File: src/rtl/stopwatch_ctrl.sv
// Stopwatch control: button synchronizers and debouncers, run/lap/stop/clear FSM, lap-freeze display mux.
// Optional max-count hold at 5999 is enabled by defining STOPWATCH_AUTO_STOP_EN.
module stopwatch_ctrl #(
  parameter logic [19:0] DEBOUNCE_CYCLES = 20'd500000,
  parameter int          CNT_W           = 20
) (
  input  logic       clk,
  input  logic       reset,
  input  logic       btn_ss,
  input  logic       btn_lr,
  input  logic [3:0] cnt_left,
  input  logic [3:0] cnt_middle_left,
  input  logic [3:0] cnt_middle_right,
  input  logic [3:0] cnt_right,
  output logic       timer_go,
  output logic       timer_reset,
  output logic [3:0] disp_left,
  output logic [3:0] disp_middle_left,
  output logic [3:0] disp_middle_right,
  output logic [3:0] disp_right,
  output logic       running,
  output logic       lap_active
);

  localparam logic [2:0] IDLE    = 3'd0;
  localparam logic [2:0] RUN     = 3'd1;
  localparam logic [2:0] LAP     = 3'd2;
  localparam logic [2:0] STOPPED = 3'd3;
  localparam logic [2:0] CLEAR   = 3'd4;

  localparam logic [CNT_W-1:0] CNT_MAX = CNT_W'(DEBOUNCE_CYCLES - 20'd1);

  // Index 0 is start/stop, index 1 is lap/reset.
  logic [1:0]       sync1_q, sync2_q, deb_q, press_q;
  logic [CNT_W-1:0] cnt_q [2];

  logic [2:0]  state_q, state_d;
  logic        snap_load;
  logic [15:0] snap_q;
  logic        timer_go_q, timer_reset_q, lap_active_q;
  logic        at_max;

  // NOTE: sequential state uses non-blocking (<=) so every flop samples pre-edge values.
  always_ff @(posedge clk or posedge reset) begin
    if (reset) begin
      sync1_q <= '0;
      sync2_q <= '0;
      deb_q   <= '0;
      press_q <= '0;
      for (int i = 0; i < 2; i++) cnt_q[i] <= '0;
    end else begin
      sync1_q <= {btn_lr, btn_ss};
      sync2_q <= sync1_q;
      for (int i = 0; i < 2; i++) begin
        press_q[i] <= 1'b0;
        if (sync2_q[i] != deb_q[i]) begin
          if (cnt_q[i] == CNT_MAX) begin
            deb_q[i]   <= sync2_q[i];
            cnt_q[i]   <= '0;
            press_q[i] <= sync2_q[i];
          end else begin
            cnt_q[i] <= cnt_q[i] + CNT_W'(1);
          end
        end else begin
          cnt_q[i] <= '0;
        end
      end
    end
  end

`ifdef STOPWATCH_AUTO_STOP_EN
  assign at_max = timer_go_q && (cnt_right == 4'd5) && (cnt_middle_right == 4'd9) &&
                  (cnt_middle_left == 4'd9) && (cnt_left == 4'd9);
`else
  assign at_max = 1'b0;
`endif

  // NOTE: defaults first in always_comb so no path leaves a signal unassigned (no latch).
  always_comb begin
    state_d   = state_q;
    snap_load = 1'b0;
    case (state_q)
      IDLE:    if (press_q[0]) state_d = RUN;
      RUN: begin
        if (press_q[0]) begin
          state_d = STOPPED;
        end else if (press_q[1]) begin
          state_d   = LAP;
          snap_load = 1'b1;
        end
      end
      LAP: begin
        if (press_q[0])      state_d = STOPPED;
        else if (press_q[1]) state_d = RUN;
      end
      STOPPED: begin
        if (press_q[0])      state_d = RUN;
        else if (press_q[1]) state_d = CLEAR;
      end
      CLEAR:   state_d = IDLE;
      default: state_d = IDLE;
    endcase
    // Max-count hold overrides any button press seen in the same cycle.
    if (at_max && (state_q == RUN || state_q == LAP)) begin
      state_d   = STOPPED;
      snap_load = 1'b0;
    end
  end

  // NOTE: the snapshot is a plain register bank, so it takes the async reset like every other flop.
  always_ff @(posedge clk or posedge reset) begin
    if (reset) begin
      state_q       <= IDLE;
      snap_q        <= '0;
      timer_go_q    <= 1'b0;
      timer_reset_q <= 1'b0;
      lap_active_q  <= 1'b0;
    end else begin
      state_q       <= state_d;
      timer_go_q    <= (state_d == RUN) || (state_d == LAP);
      timer_reset_q <= (state_d == CLEAR);
      lap_active_q  <= (state_d == LAP);
      if (snap_load) snap_q <= {cnt_right, cnt_middle_right, cnt_middle_left, cnt_left};
    end
  end

  assign timer_go    = timer_go_q;
  assign timer_reset = timer_reset_q;
  assign running     = timer_go_q;
  assign lap_active  = lap_active_q;

  assign {disp_right, disp_middle_right, disp_middle_left, disp_left} = lap_active_q ? snap_q :
         {cnt_right, cnt_middle_right, cnt_middle_left, cnt_left};

endmodule

File: config.mk
export PLATFORM = sky130hd
export DESIGN_NAME = stopwatch_ctrl
export DESIGN_NICKNAME = d
export VERILOG_FILES = /design/src/rtl/stopwatch_ctrl.sv
export SDC_FILE = /design/constraint.sdc
export NUM_CORES = 1
export LEC_CHECK = 0
export BUFFER_PORTS_ARGS = -buffer_cell sky130_fd_sc_hd__buf_2
export CAP_MARGIN = 40
export CORE_MARGIN = 2
export CORE_UTILIZATION = 62
export CTS_CLUSTER_DIAMETER = 120
export DETAILED_ROUTE_END_ITERATION = 10
export HOLD_SLACK_MARGIN = 0.02
export PLACE_DENSITY = 0.82
export SLEW_MARGIN = 10
export SYNTH_ARGS = -nofsm -noshare
export SYNTH_HDL_FRONTEND = slang
export SYNTH_SLANG_ARGS = --single-unit
File: constraint.sdc
create_clock -name clk -period 6.85 [get_ports clk]
set_input_delay 1.37 -clock clk [delete_from_list [all_inputs] [get_ports clk]]
set_output_delay 1.37 -clock clk [all_outputs]
set_load 0.05 [all_outputs]
==> impl_metrics.csv, run 1 <==
group,metric,value,unit
final_layout,n_antenna_cell,0,
logic_synthesis,synthAdderAreaFrac,0.755,%
logic_synthesis,async_flop_share,100,%
detailed_routing,wl,6.14,mm
logic_synthesis,synth_warnings,0,
final_layout,syn_to_final_growth,15.9,%
sta,tightest_slew,0.681,ns
global_route,grt_pass1_wl,10.9,mm
die,die_h,77.1,um
sta,fmax,0.301,GHz
sta,rsz0062_at_grt,"false",
global_route,grt-ovfl-total,0,
global_route,grt_pass1_vias,2466,
logic_synthesis,synth_compound_area_share,5.51,%
die,num_rows,26,
power_and_ir_drop,p_int,0.000684,W
power_and_ir_drop,p_switching,0.000194,W
sta,setup_viol_count_final,0,
clock_tree,clock_sinks,70,
detailed_routing,wl_per_cell,14.6,um
die,dieArea,5940,um2
sta,post-route-min-period,3.32,ns
global_route,track_usage,23.3,%
sta,fin_setup_tns,0,ns
logic_synthesis,seq_area_frac_synth,52.9,%
die,fp.dieW,77.1,um
job,cap_violations,0,
sta,slew_viol_final,0,
global_route,grt_antenna_before_repair,0,
clock_tree,numCtsBuffers,9,
die,fp.coreArea,5140,um2
clock_tree,cts_max_level,3,
logic_synthesis,synth_xor_area_share,6.87,%
logic_synthesis,synthDistinctLibCells,39,
detailed_routing,dr.pass1.iters,4,
clock_tree,cts_root_buf,"clkbuf_8",
logic_synthesis,synth-main-ff-cell,"dfrtp_1",
logic_synthesis,ys_ff_latch,70,
clock_tree,cts_buffer_depth,2,
logic_synthesis,synth_edf_count,0,
placed_design,place.gp.congestion,0.778,
power_and_ir_drop,p_sw_share,22.1,%
final_layout,drive_gt1_share,28.9,%
logic_synthesis,yosysMostFrequentCell,"dfrtp_1",
logic_synthesis,netlist.area_leader.share,52.9,%
power_and_ir_drop,ir_drop,275,uV
sta,relSlewSlack,54.6,%
logic_synthesis,syn-cell-area,3310,um2
detailed_routing,vias,2429,
critical_path,critPathCaptureType,"primary output",
detailed_routing,viasPerCell,5.78,
power_and_ir_drop,pwr-share-seq,47.9,%
detailed_routing,ant_nets,0,
power_and_ir_drop,comb_power_share,6.2,%
sta,finalHoldViolCount,0,
clock_tree,clock_latency,0.35,ns
placed_design,portBuffers,39,
critical_path,path_max_fanout,2,
placed_design,hpwl,4.20,mm
power_and_ir_drop,p_leak,1.69,nW
logic_synthesis,synth.area.mux_share,11.9,%
critical_path,start_kind,"primary input",
logic_synthesis,synth.avg_cell_area,11.0,um2
logic_synthesis,ys_top_cells_by_area,"dfrtp_1 53%, mux2_2 12%, xnor2_1 4.8%, nor2_1 3.6%, a21oi_1 2.3%",
clock_tree,hold_buffers,0,
die,ios,40,
detailed_routing,drc,0,
logic_synthesis,synth-simple-area-share,19.5,%
detailed_routing,drt_iter0_markers,212,
run_status,status,"finished, final reports clean",
clock_tree,cts_setup_buffers,0,
critical_path,crit_arrival,1.95,ns
clock_tree,cts_resized,0,
power_and_ir_drop,fin_total_pwr,0.000878,W
critical_path,crit_required,5.48,ns
logic_synthesis,syn_inst,301,
power_and_ir_drop,pwr-share-clk,45.9,%
sta,timing.final.crit_share,48.5,%
global_route,grt_max_degree,45,
clock_tree,clk_pin_slew,0.07,ns
sta,finClkSkew,0.0103,ns
logic_synthesis,synthTopCellsByCount,"70 x dfrtp_1, 34 x mux2_2, 32 x nor2_1",
logic_synthesis,synth_top_area_cell,"dfrtp_1",
critical_path,crit_type,"in2out",
logic_synthesis,synth_fp_nets,323,
min_path,hold_class,"reg2reg",
die,initial_core_util,64.5,%
final_layout,nets,367,
logic_synthesis,synth_top_family_by_area,"simple AND/OR/NAND/NOR gates",
clock_tree,cts_tree,"built",
sta,timing.hold.ws,0.356,ns
power_and_ir_drop,powerDensity,229,nW/um2
final_layout,utilization,74.7,%
-- path summary, 6_finish.rpt --
kind / startpoint / end / slack (ns) / depth (start not counted)
max: cnt_middle_right[1] / disp_middle_right[1] / 3.53 / 3
min: sync1_q[1]$_DFF_PP0_ / sync2_q[1]$_DFF_PP0_ / 0.36 / 0
max reg2reg: cnt_q[20]$_DFF_PP0_ / cnt_q[36]$_DFF_PP0_ / 4.75 / 5
min reg2reg: sync1_q[1]$_DFF_PP0_ / sync2_q[1]$_DFF_PP0_ / 0.36 / 0
max in group asynchronous: reset / cnt_q[32]$_DFF_PP0_ / 5.24 / 4
min in group asynchronous: reset / cnt_q[11]$_DFF_PP0_ / 1.07 / 3
-- area by class of cell --
| type | count | area (um2) |
|---|---|---|
| repair buffers | 43 | 238 |
| fillers | 346 | 1300 |
| flip-flops and latches | 70 | 1750 |
| clock buffers | 10 | 138 |
| well taps | 70 | 87.6 |
| clock inverters | 6 | 109 |
| inverters | 11 | 41.3 |
| multi-input cells | 210 | 1480 |
-- worst max-delay path, stage by stage --
cell and delay, ns:
buf_2 0.10, mux2_2 0.26, buf_2 0.21
-- sequential cells by signal (all words and copies together), names as in the netlist --
signal	flops
sync2_q	2
snap_q	16
lap_active	1
timer_reset	1
press_q	2
running	1
cnt_q	40
deb_q	2
sync1_q	2
state_q	3
-- power groups by stage --
stage | registers [W] | clock network (W) | logic [W]
after floorplan | 0.000428 | 0 | 0.0000381
after global placement | 0.000429 | 0 | 0.0000522
after detailed placement | 0.000429 | 0 | 0.0000547
after CTS | 0.000421 | 0.000411 | 0.0000550
after global routing | 0.000421 | 0.000427 | 0.0000601
final | 0.000421 | 0.000403 | 0.0000542
-- cell families after synthesis --
kind of cell	count (synthesis)
AND/OR/NAND/NOR	115
AO/OA/AOI/OAI	32
flip-flops	70
XOR/XNOR	26
buffers and inverters	21
adder cells (fa/ha/maj)	2
multiplexers	35
-- placed cells by master (no fill, tap or decap), types with 10 or more instances in the layout --
cell / n
buf_2: 39
clkbuf_8: 10
inv_1: 10
nand2_1: 19
nor2_1: 32
xnor2_1: 18
nand3_1: 11
dfrtp_1: 70
mux2_2: 34
a21oi_1: 15
-- stage by stage --
| step | setup WS (ns) | cell area, um2 | std cells |
|---|---|---|---|
| final | 3.53 | 3840 | 420 |
| after global routing | 3.51 | 3840 | 420 |
| after CTS | 3.52 | 3840 | 420 |
| after detailed placement | 3.52 | 3590 | 404 |
| after global placement | 3.54 | 3570 | 403 |
| after floorplan | 3.71 | 3310 | 301 |
-- metal layers --
metal / global-route usage, % / wire (um)
met3: 8.12 / 339
met2: 37.1 / 3070
met4: 8.93 / 73
met1: 29.5 / 2660
met5: 0 / 0
No activity file was read; power rests on OpenSTA's default activity.
==> inputs of run 2 (changes only) <==
ABC_AREA = 1   (was unset)
CORE_UTILIZATION = 53   (was 62)
PLACE_DENSITY = 0.74   (was 0.82)
clock period = 2.75 ns   (was 6.85 ns; I/O delays follow)
==> impl_metrics.csv, run 2 <==
group,metric,value,unit
sta,fin_setup_tns,0,ns
clock_tree,cts_buffer_depth,2,
detailed_routing,drt_iter0_markers,79,
power_and_ir_drop,pwr-share-seq,51.9,%
power_and_ir_drop,p_leak,2.00,nW
critical_path,worstReg2RegEnd,"snap_q[9]$_DFFE_PP0P_",
critical_path,critPathCaptureType,"primary output",
sta,rsz0062_at_grt,"false",
global_route,grt_pass1_vias,3091,
critical_path,path_max_fanout,33,
sta,fin_ws,0.509,ns
logic_synthesis,ys_top_cells_by_area,"dfrtp_1 47%, nand2_1 10%, nor2_1 7.5%, inv_1 6.0%, o21ai_0 5.1%",
global_route,grt_antenna_before_repair,0,
die,num_rows,30,
sta,slew_viol_final,0,
critical_path,crit_required,2.20,ns
logic_synthesis,synth_edf_count,0,
clock_tree,clk_pin_slew,0.07,ns
placed_design,portBuffers,39,
clock_tree,hold_buffers,0,
logic_synthesis,synth.avg_cell_area,7.86,um2
final_layout,final_cell_mix,"102 x nand2_1, 74 x nor2_1, 70 x dfrtp_1, 59 x inv_1, 39 x buf_2",
power_and_ir_drop,ir_drop,341,uV
die,die_h,87.9,um
sta,setup_viol_count_final,0,
detailed_routing,viasPerCell,4.89,
global_route,track_usage,21.5,%
die,ios,40,
logic_synthesis,synth_top_area_cell,"dfrtp_1",
sta,post-route-min-period,2.24,ns
critical_path,reg2reg_depth,3,
logic_synthesis,synth_warnings,0,
die,fp.dieW,87.9,um
die,dieArea,7720,um2
critical_path,crit_start,"lap_active$_DFF_PP0_",
power_and_ir_drop,powerDensity,477,nW/um2
placed_design,place_inst,602,
run_status,status,"finished, final reports clean",
power_and_ir_drop,p_switching,0.000516,W
logic_synthesis,yosysMostFrequentCell,"nand2_1",
global_route,grt-ovfl-total,0,
final_layout,nets,539,
critical_path,crit_arrival,1.69,ns
job,cap_violations,0,
final_layout,syn_to_final_growth,13.3,%
logic_synthesis,syn_inst,474,
logic_synthesis,syn-cell-area,3730,um2
clock_tree,clock_latency,0.35,ns
die,initial_core_util,54.9,%
die,fp.coreArea,6790,um2
clock_tree,numCtsBuffers,9,
final_layout,drive_gt1_share,18.4,%
final_layout,layout.cells.non_filler,618,
final_layout,final_common_cell,"nand2_1",
sta,finalHoldViolCount,0,
clock_tree,cts_max_level,3,
power_and_ir_drop,p_sw_share,25.6,%
logic_synthesis,synthDistinctLibCells,29,
critical_path,start_kind,"flip-flop",
detailed_routing,ant_nets,0,
sta,fmax,0.446,GHz
critical_path,rr_startpoint,"state_q[1]$_DFF_PP0_",
logic_synthesis,ys_ff_latch,70,
power_and_ir_drop,pwr-share-clk,41.3,%
logic_synthesis,synth_fp_nets,496,
placed_design,place_ws,0.862,ns
clock_tree,cts_root_buf,"clkbuf_8",
logic_synthesis,netlist.area_leader.share,47.0,%
detailed_routing,wl_per_cell,11.5,um
sta,relSlewSlack,45.5,%
min_path,hold_class,"in2async",
global_route,grt_max_degree,43,
global_route,grt_pass1_wl,12.8,mm
placed_design,place.gp.congestion,0.863,
sta,tightest_slew,0.816,ns
logic_synthesis,seq_area_frac_synth,47.0,%
logic_synthesis,synth-main-ff-cell,"dfrtp_1",
detailed_routing,dr.pass1.iters,4,
detailed_routing,vias,3021,
sta,finClkSkew,0.00710,ns
power_and_ir_drop,p_int,0.00150,W
critical_path,crit_type,"reg2out",
power_and_ir_drop,comb_power_share,6.7,%
detailed_routing,wl,7.13,mm
sta,timing.final.crit_share,81.5,%
placed_design,hpwl,5.24,mm
clock_tree,cts_tree,"built",
critical_path,rrSetupSlack,1.07,ns
clock_tree,clock_sinks,70,
logic_synthesis,async_flop_share,100,%
final_layout,regMostFlops,"cnt_q",
clock_tree,cts_resized,0,
clock_tree,cts_setup_buffers,0,
logic_synthesis,synthTopCellsByCount,"102 x nand2_1, 74 x nor2_1, 70 x dfrtp_1",
final_layout,largest_reg_flops,40,
final_layout,largestRegisters,"cnt_q: 40 flops, snap_q: 16 flops, state_q: 3 flops",
final_layout,n_antenna_cell,0,
detailed_routing,drc,0,
run 2: changes by cell type in the layout (fill, tap and decap cells not counted), moves of 12 or more:
cell,previous run,this run
nand3_1,11,32
mux2_2,34,0
xnor2_1,18,6
nor2_1,32,74
nand2_1,19,102
inv_1,10,59
o21ai_0,8,38
run 2: worst max path at each step:
stage	to	slack [ns]	depth (start not counted)
3_5_place_dp	disp_middle_left[2]	0.86	3
5_1_grt	disp_left[1]	0.28	3
4_1_cts	disp_middle_left[2]	0.48	3
6_report	disp_left[2]	0.51	3
2_1_floorplan	disp_middle_right[3]	0.24	2
3_3_place_gp	disp_middle_right[0]	0.94	3
run 2: stage by stage:
step                      area [um2]  utilization (%)  power [W]  hold WS (ns)
after floorplan                 3730                -    0.00116         0.331
after global placement          4030             59.2    0.00120         0.345
after detailed placement        4030             59.2    0.00120         0.341
after CTS                       4220             62.2    0.00205         0.283
after global routing            4220             62.2    0.00211         0.276
final                           4220             62.2    0.00201         0.280
run 2: logic make-up (layout without fill, tap and decap cells):
logic type / after synthesis / after routing / synth area share [%]
flops: 70 / 70 / 47.0
buf+inv: 69 / 117 / 7.22
compound gates: 48 / 48 / 6.45
simple gates: 266 / 266 / 34.0
xor+xnor: 19 / 19 / 4.67
fa+ha+maj: 2 / 2 / 0.671
run 2: area by class of cell:
cell class	count	area [um2]
Fill cell	614	2570
Sequential cell	70	1750
Multi-Input combinational cell	335	1710
Inverter	61	231
Timing Repair Buffer	40	215
Clock buffer	10	128
Tap cell	96	120
Clock inverter	6	70.1
run 2: power by group through the flow:
stage	sequential [W]	clock (W)	combinational, W
final	0.00105	0.000833	0.000135
after global routing	0.00105	0.000911	0.000153
after CTS	0.00105	0.000865	0.000138
after detailed placement	0.00107	0	0.000138
after global placement	0.00107	0	0.000137
after floorplan	0.00106	0	0.0000973
run 2: worst max-delay path, stage by stage, from the launching register on:
cell,delay [ns]
dfrtp_1,0.84
nand2_1,0.11
o21ai_0,0.10
buf_2,0.29
run 2: metal layers:
layer	track usage, %	vias up	wire length (um)
met3	6.79	12	228
li1	-	1569	-
met4	8.39	0	123
met5	0	-	0
met2	37.4	52	3570
met1	24.6	1388	3200
==> inputs of run 3 (changes only) <==
ABC_AREA = 0   (was 1)
CORE_UTILIZATION = 58   (was 53)
PLACE_DENSITY = 0.78   (was 0.74)
clock period = 2.3 ns   (was 2.75 ns; I/O delays follow)
==> impl_metrics.csv, run 3 (synthesis gave the netlist of run 1 again) <==
group,metric,value,unit
final_layout,drive_gt1_share,29.0,%
placed_design,portBuffers,39,
global_route,grt_pass1_vias,2373,
placed_design,place_ws,0.273,ns
clock_tree,numCtsBuffers,9,
clock_tree,cts_resized,0,
die,ios,40,
detailed_routing,drc,0,
power_and_ir_drop,powerDensity,607,nW/um2
detailed_routing,wl_per_cell,14.1,um
clock_tree,cts_root_buf,"clkbuf_8",
critical_path,max_stage_delay,0.50,ns
final_layout,largestRegisters,"cnt_q: 40 flops, snap_q: 16 flops, state_q: 3 flops",
die,initial_core_util,60.2,%
final_layout,regMostFlops,"cnt_q",
detailed_routing,drt_iter0_markers,131,
sta,relSlewSlack,61.8,%
final_layout,largest_reg_flops,40,
sta,finalHoldViolCount,0,
sta,fin_setup_tns,0,ns
job,cap_violations,0,
placed_design,place.gp.congestion,0.802,
clock_tree,cts_buffer_depth,2,
sta,post-route-min-period,2.05,ns
detailed_routing,vias,2440,
sta,tightest_slew,0.567,ns
critical_path,cp_cell_sequence,"ha_1, nand4_1, or3_1, or4_1, a21oi_1",
critical_path,path_buf_inv,0,
placed_design,hpwl,4.22,mm
die,dieArea,6330,um2
critical_path,start_kind,"flip-flop",
sta,rsz0062_at_grt,"false",
power_and_ir_drop,p_leak,1.67,nW
clock_tree,clock_sinks,70,
global_route,track_usage,21.2,%
die,fp.coreArea,5510,um2
final_layout,final_cell_mix,"70 x dfrtp_1, 39 x buf_2, 34 x mux2_2, 32 x nor2_1, 19 x nand2_1",
critical_path,crit_type,"reg2reg",
critical_path,crit_arrival,2.31,ns
sta,slew_viol_final,0,
die,num_rows,27,
placed_design,place_inst,408,
global_route,grt_antenna_before_repair,0,
final_layout,design_area,3800,um2
die,die_h,79.6,um
final_layout,nets,369,
clock_tree,cts_tree,"built",
clock_tree,clk_pin_slew,0.07,ns
power_and_ir_drop,fin_total_pwr,0.00230,W
clock_tree,cts_setup_buffers,0,
final_layout,final_common_cell,"dfrtp_1",
power_and_ir_drop,ir_drop,476,uV
sta,fin_ws,0.245,ns
clock_tree,cts_max_level,3,
global_route,grt_pass1_wl,10.3,mm
placed_design,place_area,3610,um2
min_path,hold_class,"in2async",
die,fp.dieW,79.6,um
detailed_routing,viasPerCell,5.75,
global_route,grt-ovfl-total,0,
clock_tree,clock_latency,0.34,ns
final_layout,syn_to_final_growth,14.6,%
clock_tree,hold_buffers,0,
sta,setup_viol_count_final,0,
final_layout,n_antenna_cell,0,
global_route,grt_max_degree,51,
detailed_routing,ant_nets,0,
final_layout,layout.cells.non_filler,424,
critical_path,crit_slowest_cell,"or3_1",
sta,fmax,0.487,GHz
critical_path,critPathTopFamily,"simple AND/OR/NAND/NOR gates",
detailed_routing,dr.pass1.iters,4,
critical_path,critPathCaptureType,"flip-flop",
critical_path,path_max_fanout,5,
sta,finClkSkew,0.00332,ns
critical_path,crit_required,2.56,ns
sta,timing.final.crit_share,89.3,%
run_status,status,"finished, final reports clean",
detailed_routing,wl,5.99,mm
run 3: changes by cell type in the layout (fill, tap and decap cells not counted), moves of 11 or more:
cell / delta
o21ai_0: -30
mux2_2: +34
nor2_1: -42
inv_1: -49
xnor2_1: +12
nand2_1: -83
nor2_2: -11
nand3_1: -21
run 3: power breakdown:
group | internal [W] | leakage, nW | total (W) | switching, W
Sequential | 0.00124 | 0.964 | 0.00125 | 0.0000115
Combinational | 0.0000473 | 0.609 | 0.000160 | 0.000112
Clock | 0.000476 | 0.0954 | 0.000890 | 0.000414
run 3: metal layers:
| metal | track usage [%] | vias up | wire length [um] |
|---|---|---|---|
| met4 | 14.1 | 0 | 201 |
| met1 | 26.2 | 1155 | 2640 |
| met5 | 0 | - | 0 |
| li1 | - | 1172 | - |
| met3 | 4.86 | 25 | 354 |
| met2 | 33.3 | 88 | 2800 |
run 3: area by class of cell:
cell class                 count  area, um2
sequential                    70       1750
fill                         415       1710
multi-input combinational    210       1480
timing repair buffer          45        253
clock buffer                  13        169
tap                           72       90.1
inverter                      11       41.3
clock inverter                 3       17.5
run 3: path summary, 6_finish.rpt:
check	cells after the start	to	slack (ns)	from
worst min-delay path	2	cnt_q[4]$_DFF_PP0_	0.12	reset
worst max register to register	5	cnt_q[38]$_DFF_PP0_	0.25	cnt_q[20]$_DFF_PP0_
min in group clk	1	sync1_q[0]$_DFF_PP0_	0.22	btn_ss
worst min register to register	0	sync2_q[0]$_DFF_PP0_	0.35	sync1_q[0]$_DFF_PP0_
max in group asynchronous	3	cnt_q[5]$_DFF_PP0_	1.57	reset
worst max-delay path	5	cnt_q[38]$_DFF_PP0_	0.25	cnt_q[20]$_DFF_PP0_
run 3: per-stage QoR:
step	utilization, %	hold WS (ns)
finish	69.0	0.124
global route	69.0	0.145
CTS	69.0	0.127
detailed placement	65.6	0.337
global placement	65.6	0.333
floorplan	-	0.331
